### config.mk
export PLATFORM = sky130hd
export DESIGN_NAME = cb_config_loader
export DESIGN_NICKNAME = d
export VERILOG_FILES = /design/src/rtl/cb_config_loader.sv
export SDC_FILE = /design/constraint.sdc
export NUM_CORES = 1
export LEC_CHECK = 0
export ABC_CLOCK_PERIOD_IN_PS = 2000
export BUFFER_PORTS_ARGS = -buffer_cell sky130_fd_sc_hd__buf_2
export CORE_ASPECT_RATIO = 0.6
export CORE_MARGIN = 2
export CORE_UTILIZATION = 42
export DETAILED_ROUTE_END_ITERATION = 12
export PLACE_DENSITY = 0.69
export SYNTH_ARGS = -nofsm -noshare
export SYNTH_HDL_FRONTEND = slang
export SYNTH_SLANG_ARGS = --single-unit
### constraint.sdc
create_clock -name clk -period 2 [get_ports clk]
set_input_delay 0.3 -clock clk [delete_from_list [all_inputs] [get_ports clk]]
set_output_delay 0.3 -clock clk [all_outputs]
set_load 0.05 [all_outputs]
### src/rtl/cb_config_loader.sv
// cb_config_loader
//   Streams one connection-block configuration word in DW-bit chunks,
//   assembles it into c_out, then strobes the per-tile config-set line of
//   the tile that was selected when the load started.
//
//   Optional feature: define CB_CONFIG_PARITY_EN to require one trailing
//   DW-bit parity chunk (XOR of all data chunks) before commit. On a parity
//   mismatch err is set, no cset is issued, and done still pulses.
//
// Ports
//   clk        in   clock, rising edge
//   rst        in   synchronous active-high reset
//   start      in   begin a load (only looked at in IDLE)
//   tile_sel   in   [TW-1:0] target tile, captured with start
//   din_valid  in   chunk valid
//   din        in   [DW-1:0] chunk data
//   din_ready  out  chunk accepted this cycle when din_valid is also high
//   busy       out  any state other than IDLE
//   done       out  one-cycle completion pulse
//   err        out  sticky error (bad tile_sel, or parity mismatch)
//   c_out      out  [CONF_WIDTH-1:0] assembled configuration word
//   cset       out  [NTILES-1:0] one-hot config-set strobe
module cb_config_loader #(
  parameter int CONF_WIDTH = 128,
  parameter int DW         = 8,
  parameter int NTILES     = 4,
  localparam int TW        = (NTILES > 1) ? $clog2(NTILES) : 1,
  localparam int NW        = (CONF_WIDTH + DW - 1) / DW
) (
  input  logic                  clk,
  input  logic                  rst,
  input  logic                  start,
  input  logic [TW-1:0]         tile_sel,
  input  logic                  din_valid,
  input  logic [DW-1:0]         din,
  output logic                  din_ready,
  output logic                  busy,
  output logic                  done,
  output logic                  err,
  output logic [CONF_WIDTH-1:0] c_out,
  output logic [NTILES-1:0]     cset
);

  localparam int CW = (NW > 1) ? $clog2(NW) : 1;

  typedef enum logic [2:0] {
    IDLE   = 3'd0,
    LOAD   = 3'd1,
    CHECK  = 3'd2,
    COMMIT = 3'd3,
    DONE   = 3'd4
  } state_t;

  state_t                  state_reg, state_next;
  logic [TW-1:0]           tile_reg;
  logic [CW-1:0]           cnt_reg;
  logic [CONF_WIDTH-1:0]   c_reg;
  logic                    err_reg;
  logic                    tile_ok;
  logic                    last_chunk;
  logic                    load_xfer;
  logic [CONF_WIDTH-1:0]   bit_we;
  logic [CONF_WIDTH-1:0]   bit_d;

`ifdef CB_CONFIG_PARITY_EN
  logic [DW-1:0]           parity_reg;
  logic                    parity_ok;
  assign parity_ok = (din == parity_reg);
`endif

  assign tile_ok    = ({{(32-TW){1'b0}}, tile_sel} < 32'(NTILES));
  assign last_chunk = (cnt_reg == CW'(NW - 1));
  assign load_xfer  = (state_reg == LOAD) && din_valid;

  // Per-bit write enable: bit gi belongs to chunk gi/DW and takes din bit
  // gi%DW. Bits of the last chunk above CONF_WIDTH-1 simply have no home.
  generate
    for (genvar gi = 0; gi < CONF_WIDTH; gi++) begin : g_bit
      assign bit_we[gi] = load_xfer && (cnt_reg == CW'(gi / DW));
      assign bit_d[gi]  = din[gi % DW];
    end
  endgenerate

  always_ff @(posedge clk) begin
    if (rst) begin
      state_reg <= IDLE;
    end else begin
      state_reg <= state_next;
    end
  end

  always_comb begin
    state_next = state_reg;
    din_ready  = 1'b0;
    cset       = '0;
    done       = 1'b0;
    case (state_reg)
      IDLE: begin
        if (start && tile_ok) begin
          state_next = LOAD;
        end
      end
      LOAD: begin
        din_ready = 1'b1;
        if (din_valid && last_chunk) begin
`ifdef CB_CONFIG_PARITY_EN
          state_next = CHECK;
`else
          state_next = COMMIT;
`endif
        end
      end
      CHECK: begin
`ifdef CB_CONFIG_PARITY_EN
        din_ready = 1'b1;
        if (din_valid) begin
          state_next = parity_ok ? COMMIT : DONE;
        end
`else
        state_next = IDLE;
`endif
      end
      COMMIT: begin
        cset       = NTILES'(1) << tile_reg;
        state_next = DONE;
      end
      DONE: begin
        done       = 1'b1;
        state_next = IDLE;
      end
      default: begin
        state_next = IDLE;
      end
    endcase
  end

  always_ff @(posedge clk) begin
    if (rst) begin
      tile_reg   <= '0;
      cnt_reg    <= '0;
      c_reg      <= '0;
      err_reg    <= 1'b0;
`ifdef CB_CONFIG_PARITY_EN
      parity_reg <= '0;
`endif
    end else begin
      if ((state_reg == IDLE) && start) begin
        if (tile_ok) begin
          tile_reg   <= tile_sel;
          cnt_reg    <= '0;
          c_reg      <= '0;
          err_reg    <= 1'b0;
`ifdef CB_CONFIG_PARITY_EN
          parity_reg <= '0;
`endif
        end else begin
          // Rejected start leaves c_out and the previous tile untouched.
          err_reg <= 1'b1;
        end
      end
      if (load_xfer) begin
        c_reg   <= (c_reg & ~bit_we) | (bit_d & bit_we);
        cnt_reg <= cnt_reg + 1'b1;
`ifdef CB_CONFIG_PARITY_EN
        parity_reg <= parity_reg ^ din;
`endif
      end
`ifdef CB_CONFIG_PARITY_EN
      if ((state_reg == CHECK) && din_valid && !parity_ok) begin
        err_reg <= 1'b1;
      end
`endif
    end
  end

  assign busy  = (state_reg != IDLE);
  assign err   = err_reg;
  assign c_out = c_reg;

endmodule
==> results of run 1 <==
==> Yosys cell counts <==
cell / n
nor4b_1: 1
nand4b_1: 1
and4b_1: 1
nand4_2: 3
buf_1: 1
buf_6: 2
nand2b_1: 17
o32ai_1: 120
mux2i_4: 1
buf_2: 6
o211ai_1: 8
and4bb_2: 1
nand3b_1: 8
dfxtp_1: 137
a41oi_1: 1
a211oi_1: 8
nor4_1: 2
nor2_1: 7
inv_1: 123
nor3_1: 1
nor4bb_1: 1
and2_1: 1
ha_1: 4
or3_1: 1
mux2i_1: 2
clkbuf_1: 33
nor2b_1: 10
buf_4: 4
clkbuf_2: 1
a311oi_1: 2
nor3b_1: 2
nand3_1: 17
a21oi_1: 3
nand2_1: 4
or2_2: 1
a211oi_2: 8
or3b_2: 4
o21ai_0: 10
conb_1: 1
==> kinds of logic after synthesis <==
family                   Yosys count  share of synthesized area, %
adder cells (fa/ha/maj)            4                        0.9255
buffers and inverters            170                         12.52
flip-flops                       137                         50.72
AND/OR/NAND/NOR                   83                         9.787
multiplexers                       3                        0.7867
other                              1                       0.06935
AO/OA/AOI/OAI                    160                         25.20
==> worst paths after layout <==
path                                   from     endpoint  slack (ns)  cells after the start
worst max-delay path             cnt_reg[0]    c_out[23]         0.1                      5
worst min-delay path            tile_sel[0]  tile_reg[0]        0.15                      3
worst max register to register   cnt_reg[0]    c_out[23]         0.1                      5
worst min register to register    c_out[99]    c_out[99]        0.47                      2
==> layer usage <==
layer,wire length [um],global-route usage [%],vias to the layer above
li1,-,-,2321
met1,7372,32.93,2372
met2,6902,34.28,205
met3,1339,5.622,25
met4,240,7.075,0
met5,0,0,-
==> layout make-up <==
class	instances	share of cell area (%)
Clock buffer	20	6.559
Clock inverter	10	1.653
Inverter	123	6.488
Multi-Input combinational cell	251	28.93
Sequential cell	137	38.54
Tap cell	170	2.989
Timing Repair Buffer	181	14.84
==> power breakdown <==
group / switching [mW] / internal, mW
registers: 0.00962 / 2.74
logic: 0.305 / 0.137
clock network: 1.17 / 1.93
total: 1.49 / 4.81
==> worst max-delay path, stage by stage, from the launching register on <==
cell      delay [ns]
dfxtp_1         0.36
inv_1           0.12
ha_1            0.21
or3b_2          0.51
a211oi_4        0.42
o32ai_1         0.14
==> what timing repair did <==
item	4_1_cts	5_1_grt
gates resized for setup	10	4
buffers inserted	0	1
pin swaps	0	3
setup endpoints to repair	35	32
==> metrics by stage <==
step           setup TNS, ns  instances
3_3_place_gp         -0.4232        861
5_1_grt                    0        892
3_5_place_dp         -0.7997        861
2_1_floorplan        -0.6045        558
4_1_cts                    0        891
6_report                   0        892
==> metrics.md, run 1 <==
| Metric | Value |
|---|---|
| RSZ-0062 raised after global routing | false |
| Share of cells above drive strength 1 | 32.83% |
| Diode count | 0 |
| Max cap viols | 0 |
| Largest net degree at the start of global routing | 76 |
| Fmax | 0.5260 GHz |
| Final Hold Violating Endpoints | 0 |
| I/O Pins | 150 |
| Synth warn | 0 |
| Dpl ws | -0.1069 ns |
| CTS Sinks | 137 |
| Flops & latches, synth | 137 |
| Crit start category | flip-flop |
| Vias | 4,923 |
| Synthesized cell area | 0.005408 mm^2 |
| Slew HR | 54.06% |
| Syn-to-layout area delta | 31.58% |
| Multi-input logic area | 0.002058 mm^2 |
| DP HPWL | 10,870 um |
| Min Tclk post-route | 1.901 ns |
| Period utilisation layout | 95.05% |
| P_leak | 2.769 nW |
| PortBufs | 148 |
| Critical Path End Type | flip-flop |
| Final instance area | 0.007116 mm^2 |
| Core area | 0.01269 mm^2 |
| Total global-route track usage | 23.05% |
| Crit Path Category | reg -> reg |
| Most common cell after layout, fill and taps aside | buf_2 |
| Nets | 729 |
| Synth cell types | 39 |
| Syn_nets | 576 |
| Die height | 91.90 um |
| Outcome | finished, final reports clean |
| Clock root buffer | clkbuf_16 |
| H-tree Lvls | 4 |
| CTS buffer count | 17 |
| Fin. max-slew vios | 0 |
| HP Class | in -> reg |
| Post-synth top area share | 50.72% |
| GRT overflow | 0 |
| ANT nets after route | 0 |
| Seq. cell area | 0.002743 mm^2 |
| Worst-path maximum fanout | 8 |
| Most frequent cells in the layout | 146 x buf_2, 137 x dfxtp_1, 123 x inv_1 |
| Max Buffers Root-to-Sink | 2 |
| Final WS setup | 0.09899 ns |
| Register area share after synthesis | 50.72% |
| PD cells | 884.2 mW/mm^2 |
| Synth area leaders | dfxtp_1 51%, o32ai_1 19%, inv_1 8.5%, clkbuf_1 2.3%, nand2b_1 2.0% |
| Syn Inst Count | 558 |
| Clock latency on the worst-skew pair | 0.41 ns |
| Measured slew at the worst slew-check pin | 0.6891 ns |
| First-pass GRT wire length | 24,770 um |
| Row cnt | 32 |
| WL/cell | 17.77 um |
| Hold slack | 0.1515 ns |
| Peak VDD IR | 674.9 uV |
| Power Total | 6.292 mW |
| Final wirelength | 15,850 um |
| Detailed Routing Iterations Pass 1 | 5 |
| Number of global-route vias before repair | 4,615 |
| CTS Hold Bufs | 0 |
| Max FFs per register | 128 |
| Final setup fails | 0 |
| Die width | 150.5 um |
| Clk slew on worst S/H paths | 0.06 ns |
| Worst path required time | 2.27 ns |
| GP Congestion | 0.7748 |
| Synthesized area per cell | 9.691 um^2 |
| Fill cell count | 1,080 |
| Remaining DRCs | 0 |
| Final clock skew | 0.009308 ns |
| Placed inst area | 0.006439 mm^2 |
| CP Data Arrival Time | 2.17 ns |
| Post-layout util | 56.06% |
| Starting Density | 42.61% |
| Initial DRC Count | 279 |
| Full die area | 0.01383 mm^2 |
| DR vias/cell | 5.519 |
| Leading area contributor after synthesis | dfxtp_1 |
| Antenna violations before repair | 0 |
| CTS tree | built |
Power figures use the tool's default switching activity.
==> run 2, diff against run 1 <==
--- a/config.mk
+++ b/config.mk
@@ -5,13 +5,15 @@
 export SDC_FILE = /design/constraint.sdc
 export NUM_CORES = 1
 export LEC_CHECK = 0
+export ABC_AREA = 1
 export ABC_CLOCK_PERIOD_IN_PS = 2000
 export BUFFER_PORTS_ARGS = -buffer_cell sky130_fd_sc_hd__buf_2
+export CAP_MARGIN = 25
 export CORE_ASPECT_RATIO = 0.6
 export CORE_MARGIN = 2
 export CORE_UTILIZATION = 42
 export DETAILED_ROUTE_END_ITERATION = 12
-export PLACE_DENSITY = 0.69
+export PLACE_DENSITY = 0.66
 export SYNTH_ARGS = -nofsm -noshare
 export SYNTH_HDL_FRONTEND = slang
 export SYNTH_SLANG_ARGS = --single-unit
==> run 2 against run 1 <==
Compared with the run above: clock power is essentially flat; first-iteration DRC count rose to 3.2 times the previous value; power up 1.2%; die area up 33%; sequential power about the same; hold slack improved by 0.010 ns; area after synthesis rose by 34%; maximum frequency grew 1.4%; synthesized cell count grew 100%; routed wire length grew 47%; register-to-register slack improved by 0.13 ns; critical path type is now reg -> out; critical endpoint is now cset[2].
==> metrics.md, run 2 <==
| Metric | Value |
|---|---|
| Clock root buffer | clkbuf_16 |
| Largest net degree at the start of global routing | 70 (-7.9%) |
| HP Class | in -> reg |
| PD cells | 732.7 mW/mm^2 (-17%) |
| Post-synth top area share | 37.87% (-13 points) |
| First-pass GRT wire length | 37,310 um (+51%) |
| Outcome | finished, final reports clean |
| Period utilisation layout | 93.70% (-1.3 points) |
| CTS buffer count | 17 (unchanged) |
| Vias | 8,007 (+63%) |
| Flops & latches, synth | 137 (unchanged) |
| Final setup fails | 0 (unchanged) |
| Final wirelength | 23,370 um (+47%) |
| Antenna violations before repair | 0 (unchanged) |
| Most frequent cells in the layout | 406 x nand2_1, 176 x nand3_1, 147 x buf_2 |
| Max cap viols | 0 (unchanged) |
| Max Buffers Root-to-Sink | 2 (unchanged) |
| CTS Hold Bufs | 0 (unchanged) |
| Fin. max-slew vios | 0 (unchanged) |
| Total global-route track usage | 24.93% (+1.9 points) |
| Net Sw Frac | 25.92% (+2.3 points) |
| Number of global-route vias before repair | 6,849 (+48%) |
| Part of the power in registers | 43.3% (-0.4 points) |
| Clock latency on the worst-skew pair | 0.41 ns (about the same) |
| Max FFs per register | 128 (unchanged) |
| H-tree Lvls | 4 (unchanged) |
| Synth area leaders | dfxtp_1 38%, nand2_1 21%, nand3_1 12%, a21oi_1 9.3%, nand4_1 7.7% |
| Synth Flop Type | dfxtp_1 |
| Power Total | 6.366 mW (+1.2%) |
| Most common cell after layout, fill and taps aside | nand2_1 |
| Leading area contributor after synthesis | dfxtp_1 |
| Die height | 105.7 um (+15%) |
| R2R cell count | 8 (+3) |
| Synth warn | 0 (unchanged) |
| Fill cell count | 1,703 (+58%) |
| Slew HR | 60.90% (+6.8 points) |
| Remaining DRCs | 0 (unchanged) |
| Starting Density | 42.62% (about the same) |
| Synth cell types | 22 (-44%) |
| Hold depth | 3 (unchanged) |
| Final Hold Violating Endpoints | 0 (unchanged) |
| Post-layout util | 51.14% (-4.9 points) |
| Top-count cell post-synth | nand2_1 |
| Fmax | 0.5336 GHz (+1.4%) |
| Switch Pwr | 1.650 mW (+11%) |
| GP Congestion | 0.7858 (+1.4%) |
| Initial DRC Count | 881 (+220%) |
| Register area share after synthesis | 37.87% (-13 points) |
| PortBufs | 148 (unchanged) |
| Clock group share of total power | 48.6% (-0.6 points) |
| Detailed Routing Iterations Pass 1 | 5 (unchanged) |
| Placed Cells | 1,412 (+64%) |
| Worst path required time | 1.70 ns (-0.57 ns) |
| Nets | 1,215 (+67%) |
| Peak VDD IR | 439.7 uV (-35%) |
| Crit start category | flip-flop |
| Diode count | 0 (unchanged) |
| Synthesized area per cell | 6.478 um^2 (-33%) |
| CTS Sinks | 137 (unchanged) |
| Seq. cell area | 0.002745 mm^2 (about the same) |
| Syn Inst Count | 1,118 (+100%) |
| P_int | 4.716 mW (-1.9%) |
| CTS tree | built |
| Share of cells above drive strength 1 | 17.87% (-15 points) |
| Critical Path End Type | output port |
| Final clock skew | 0.01194 ns (+0.002628 ns) |
| Final Instance Count excl. Fillers | 1,443 (+62%) |
| CP Data Arrival Time | 1.57 ns (-0.60 ns) |
| Synthesized cell area | 0.007242 mm^2 (+34%) |
| Syn-to-layout area delta | 19.97% |
| P_leak | 3.929 nW (+42%) |
| I/O Pins | 150 (unchanged) |
| Syn_nets | 1,136 (+97%) |
| Min Tclk post-route | 1.874 ns (-0.02697 ns) |
| Row cnt | 37 (+16%) |
| Full die area | 0.01834 mm^2 (+33%) |
| DR vias/cell | 5.549 (+0.54%) |
| Die width | 173.5 um (+15%) |
| WL/cell | 16.20 um (-8.9%) |
| Logic pwr share | 8.2% (+1.2 points) |
| Fraction of registers with async set or reset after synthesis | 0% (unchanged) |
| RSZ-0062 raised after global routing | false |
| Core area | 0.01699 mm^2 (+34%) |
| Aggregate negative setup slack | 0 ns (unchanged) |
| GRT overflow | 0 (unchanged) |
| DP HPWL | 13,910 um (+28%) |
| Multi-input logic area | 0.003837 mm^2 (+86%) |
| Measured slew at the worst slew-check pin | 0.5865 ns (-0.1025 ns) |
| Worst-path maximum fanout | 6 (-2) |
| Clk slew on worst S/H paths | 0.06 ns (about the same) |
| ANT nets after route | 0 (unchanged) |
| Post-synth EDFFs | 0 (unchanged) |
| Crit Path Category | reg -> out |
| Commonest cells post-synth | 406 x nand2_1, 177 x nand3_1, 137 x dfxtp_1 |
## run 2: changes by cell type after synthesis, sizes merged, moves of 7 or more
cell    change
a21oi     +131
nand3     +160
o211ai      -7
buf        +56
nand4      +87
a211oi     -16
inv        -88
o32ai     -120
nand2b     -17
nand3b      -8
nor2b      -10
nand2     +402
clkbuf     +12
## run 2: cells by family after synthesis
logic type / Yosys count / share of synthesized area, %
simple gates: 686 / 42.17
buf+inv: 151 / 9.571
compound gates: 139 / 9.641
flops: 137 / 37.87
fa+ha+maj: 4 / 0.6911
other cells: 1 / 0.05178
## run 2: final timing paths
check / start / to / slack [ns]
max: state_reg[1] / cset[2] / 0.13
min: start / state_reg[0] / 0.16
max reg2reg: cnt_reg[2] / c_out[66] / 0.23
min reg2reg: c_out[91] / c_out[91] / 0.50
## run 2: cell type report
| cell class | count | share of cell area [%] |
|---|---|---|
| well taps | 234 | 3.370 |
| flip-flops and latches | 137 | 31.60 |
| clock inverters | 12 | 1.454 |
| inverters | 36 | 1.555 |
| repair buffers | 175 | 12.76 |
| multi-input cells | 830 | 44.17 |
| clock buffers | 19 | 5.098 |
## run 2: what timing repair did
action | in CTS | in global routing
setup endpoints to repair | 0 | 80
hold endpoints to repair | 0 | 0
gates resized for setup | 0 | 3
buffers inserted | 0 | 0
## run 2: stage by stage
stage	hold WS, ns	setup WS, ns	cell area, um^2
global placement	0.4850	0.01932	8109
floorplan	0.4333	0.02123	7242
global route	0.1838	0.02430	8688
detailed placement	0.4897	0.02688	8109
finish	0.1615	0.1260	8688
CTS	0.1600	0.007156	8678
## run 2: worst max-delay path, cell delays in order, from the launching register on
cell and delay, ns:
dfxtp_1 0.47, nand3_1 0.21, nor3_1 0.18, buf_2 0.29
## run 2: power by group through the flow
stage	sequential [mW]	clock, mW	combinational (mW)
detailed placement	2.82	0	0.508
finish	2.76	3.09	0.519
floorplan	2.84	0	0.321
global placement	2.82	0	0.510
global route	2.76	3.25	0.553
CTS	2.76	3.12	0.509
## run 2: per-layer routing
metal,routed length [um],GRT usage (%),up-vias
met5,0,0,-
met4,150,5.206,0
met3,2137,5.303,17
met2,10200,37.40,372
met1,10880,36.63,3710
li1,-,-,3908
==> run 3, diff against run 2 <==
--- a/config.mk
+++ b/config.mk
@@ -5,13 +5,13 @@
 export SDC_FILE = /design/constraint.sdc
 export NUM_CORES = 1
 export LEC_CHECK = 0
-export ABC_AREA = 1
+export ABC_AREA = 0
 export ABC_CLOCK_PERIOD_IN_PS = 2000
 export BUFFER_PORTS_ARGS = -buffer_cell sky130_fd_sc_hd__buf_2
 export CAP_MARGIN = 25
 export CORE_ASPECT_RATIO = 0.6
 export CORE_MARGIN = 2
-export CORE_UTILIZATION = 42
+export CORE_UTILIZATION = 40
 export DETAILED_ROUTE_END_ITERATION = 12
 export PLACE_DENSITY = 0.66
 export SYNTH_ARGS = -nofsm -noshare
==> constraint.sdc (replaced) <==
create_clock -name clk -period 2 [get_ports clk]
set_input_delay 0.4 -clock clk [delete_from_list [all_inputs] [get_ports clk]]
set_output_delay 0.4 -clock clk [all_outputs]
set_load 0.05 [all_outputs]
==> run 3 against run 2 <==
Compared with the run above: combinational power shrank 12%; sequential power is essentially flat; critical path depth grew 3; hold slack gained 0.081 ns; routed wire length shrank 29%; largest cell class is now flip-flops and latches; highest routed layer unchanged.
==> metrics.md, run 3 (synthesized netlist as in run 1, its figures left out) <==
| Metric | Value |
|---|---|
| I/O Pins | 150 (unchanged) |
| Placed Cells | 875 (-38%) |
| PD cells | 869.0 mW/mm^2 (+19%) |
| Clock group share of total power | 48.5% (about the same) |
| Number of global-route vias before repair | 4,741 (-31%) |
| Cell family with most CP delay | simple AND/OR/NAND/NOR gates |
| Post-layout util | 55.08% (+3.9 points) |
| Switch Pwr | 1.478 mW (-10%) |
| Share of cells above drive strength 1 | 34.60% (+17 points) |
| Die width | 154.1 um (-11%) |
| Diode count | 0 (unchanged) |
| CP Buf/Inv Count | 2 (+1) |
| PortBufs | 148 (unchanged) |
| H-tree Lvls | 4 (unchanged) |
| CP max stage cell | or3b_2 |
| First-pass GRT wire length | 25,470 um (-32%) |
| GRT overflow | 0 (unchanged) |
| Dpl ws | -0.1355 ns (-0.1624 ns) |
| Peak VDD IR | 633.1 uV (+44%) |
| GP Congestion | 0.7838 (-0.25%) |
| Crit start category | flip-flop |
| Final clock skew | 0.008275 ns (-0.003661 ns) |
| Fmax | 0.5271 GHz (-1.2%) |
| Fin. max-slew vios | 0 (unchanged) |
| Period utilisation layout | 94.86% (+1.2 points) |
| HP Class | in -> reg |
| Worst path required time | 2.27 ns (+0.57 ns) |
| Starting Density | 41.56% (-1.1 points) |
| Vias | 5,003 (-38%) |
| Antenna violations before repair | 0 (unchanged) |
| Multi-input logic area | 0.002053 mm^2 (-46%) |
| Measured slew at the worst slew-check pin | 0.6080 ns (+0.02150 ns) |
| Full die area | 0.01450 mm^2 (-21%) |
| CP cell instances | inv_1, ha_2, or3b_2, a211oi_4, buf_12, o32ai_1 |
| CTS Sinks | 137 (unchanged) |
| Remaining DRCs | 0 (unchanged) |
| Detailed Routing Iterations Pass 1 | 6 (+1) |
| Clock root buffer | clkbuf_16 |
| P_int | 4.750 mW (+0.72%) |
| Max cap viols | 0 (unchanged) |
| P_leak | 2.804 nW (-29%) |
| Max FFs per register | 128 (unchanged) |
| Largest net degree at the start of global routing | 63 (-10%) |
| Crit Path Category | reg -> reg |
| Final Instance Count excl. Fillers | 907 (-37%) |
| Worst-path maximum fanout | 8 (+2) |
| Final wirelength | 16,490 um (-29%) |
| R2R Setup Slk | 0.10 ns (-0.13 ns) |
| CTS buffer count | 17 (unchanged) |
| Clk slew on worst S/H paths | 0.06 ns (about the same) |
| CTS tree | built |
| Die height | 94.07 um (-11%) |
| ANT nets after route | 0 (unchanged) |
| Most frequent cells in the layout | 145 x buf_2, 136 x dfxtp_1, 123 x inv_1 |
| Max Buffers Root-to-Sink | 2 (unchanged) |
| Net Sw Frac | 23.73% (-2.2 points) |
| DR vias/cell | 5.516 (-0.59%) |
| Logic pwr share | 7.3% (-0.9 points) |
| Slew HR | 58.60% (-2.3 points) |
| Syn-to-layout area delta | 32.53% |
| Fill cell count | 1,125 (-34%) |
| Final setup fails | 0 (unchanged) |
| Nets | 743 (-39%) |
| Initial DRC Count | 375 (-57%) |
| Aggregate negative setup slack | 0 ns (unchanged) |
| WL/cell | 18.18 um (+12%) |
| Outcome | finished, final reports clean |
| Part of the power in registers | 44.2% (+0.9 points) |
| Core area | 0.01301 mm^2 (-23%) |
| Clock latency on the worst-skew pair | 0.40 ns (about the same) |
| Critical Path End Type | flip-flop |
| CP Data Arrival Time | 2.16 ns (+0.59 ns) |
| Row cnt | 32 (-14%) |
| CTS Hold Bufs | 0 (unchanged) |
| Final Hold Violating Endpoints | 0 (unchanged) |
| Final WS setup | 0.1029 ns (-0.02308 ns) |
| DP HPWL | 11,410 um (-18%) |
| Most common cell after layout, fill and taps aside | buf_2 |
| Min Tclk post-route | 1.897 ns (+0.02308 ns) |
| CP peak stage delay | 0.51 ns (+0.04 ns) |
| Total global-route track usage | 22.54% (-2.4 points) |
| Seq. cell area | 0.002744 mm^2 (about the same) |
-- run 3: cell count changes in the layout (fill, tap and decap cells not counted), moves of 11 or more --
cell      before  now
o32ai_1        0  120
buf_12        13    2
a211oi_2       0   14
a21oi_1      134    3
nand2b_1       0   17
buf_4         15   48
nand4_1       89    0
inv_1         34  123
nand3_1      176   17
nand2_1      406    4
-- run 3: layer usage --
metal	vias up	track usage (%)	wire length [um]
met5	-	0	0
met4	0	5.062	63
met3	7	5.351	1099
met2	189	35.31	7347
met1	2446	31.60	7975
li1	2361	-	-
-- run 3: timing repair --
| item | 4_1_cts | 5_1_grt |
|---|---|---|
| endpoints found under the setup margin | 32 | 56 |
| buffers inserted | 1 | 0 |
| endpoints found under the hold margin | 0 | 0 |
| pin swaps | 1 | 0 |
| gates cloned | 0 | 0 |
| resized for setup | 4 | 14 |
-- run 3: cell type report --
| cell class | instances | share of cell area, % |
|---|---|---|
| Inverter | 123 | 6.442 |
| Tap cell | 170 | 2.968 |
| Sequential cell | 137 | 38.29 |
| Timing Repair Buffer | 195 | 15.71 |
| Multi-Input combinational cell | 251 | 28.65 |
| Clock buffer | 20 | 6.233 |
| Clock inverter | 11 | 1.711 |
-- run 3: worst reg2reg max path: stages (launching register included) --
cell and delay, ns:
dfxtp_1 0.36, inv_1 0.13, ha_2 0.27, or3b_2 0.51, a211oi_4 0.26, buf_12 0.16
o32ai_1 0.08
-- run 3: per-stage QoR --
step | power (mW) | hold WS, ns | area [um^2]
5_1_grt | 6.407 | 0.2362 | 7167
3_5_place_dp | 3.241 | 0.4622 | 6511
4_1_cts | 6.261 | 0.2322 | 7123
3_3_place_gp | 3.231 | 0.4595 | 6511
2_1_floorplan | 3.070 | 0.5065 | 5413
6_report | 6.228 | 0.2429 | 7167
-- run 3: power groups by stage --
stage | clock, mW | sequential, mW | combinational, mW
after floorplan | 0 | 2.83 | 0.239
after global placement | 0 | 2.81 | 0.420
after detailed placement | 0 | 2.81 | 0.430
after CTS | 3.06 | 2.75 | 0.446
after global routing | 3.17 | 2.75 | 0.487
final | 3.02 | 2.75 | 0.457
-- run 3: final timing paths --
kind / start / endpoint / cells after the start
worst max-delay path: cnt_reg[0] / c_out[7] / 6
worst min-delay path: tile_sel[0] / tile_reg[0] / 3
worst max register to register: cnt_reg[0] / c_out[7] / 6
worst min register to register: c_out[1] / c_out[1] / 2
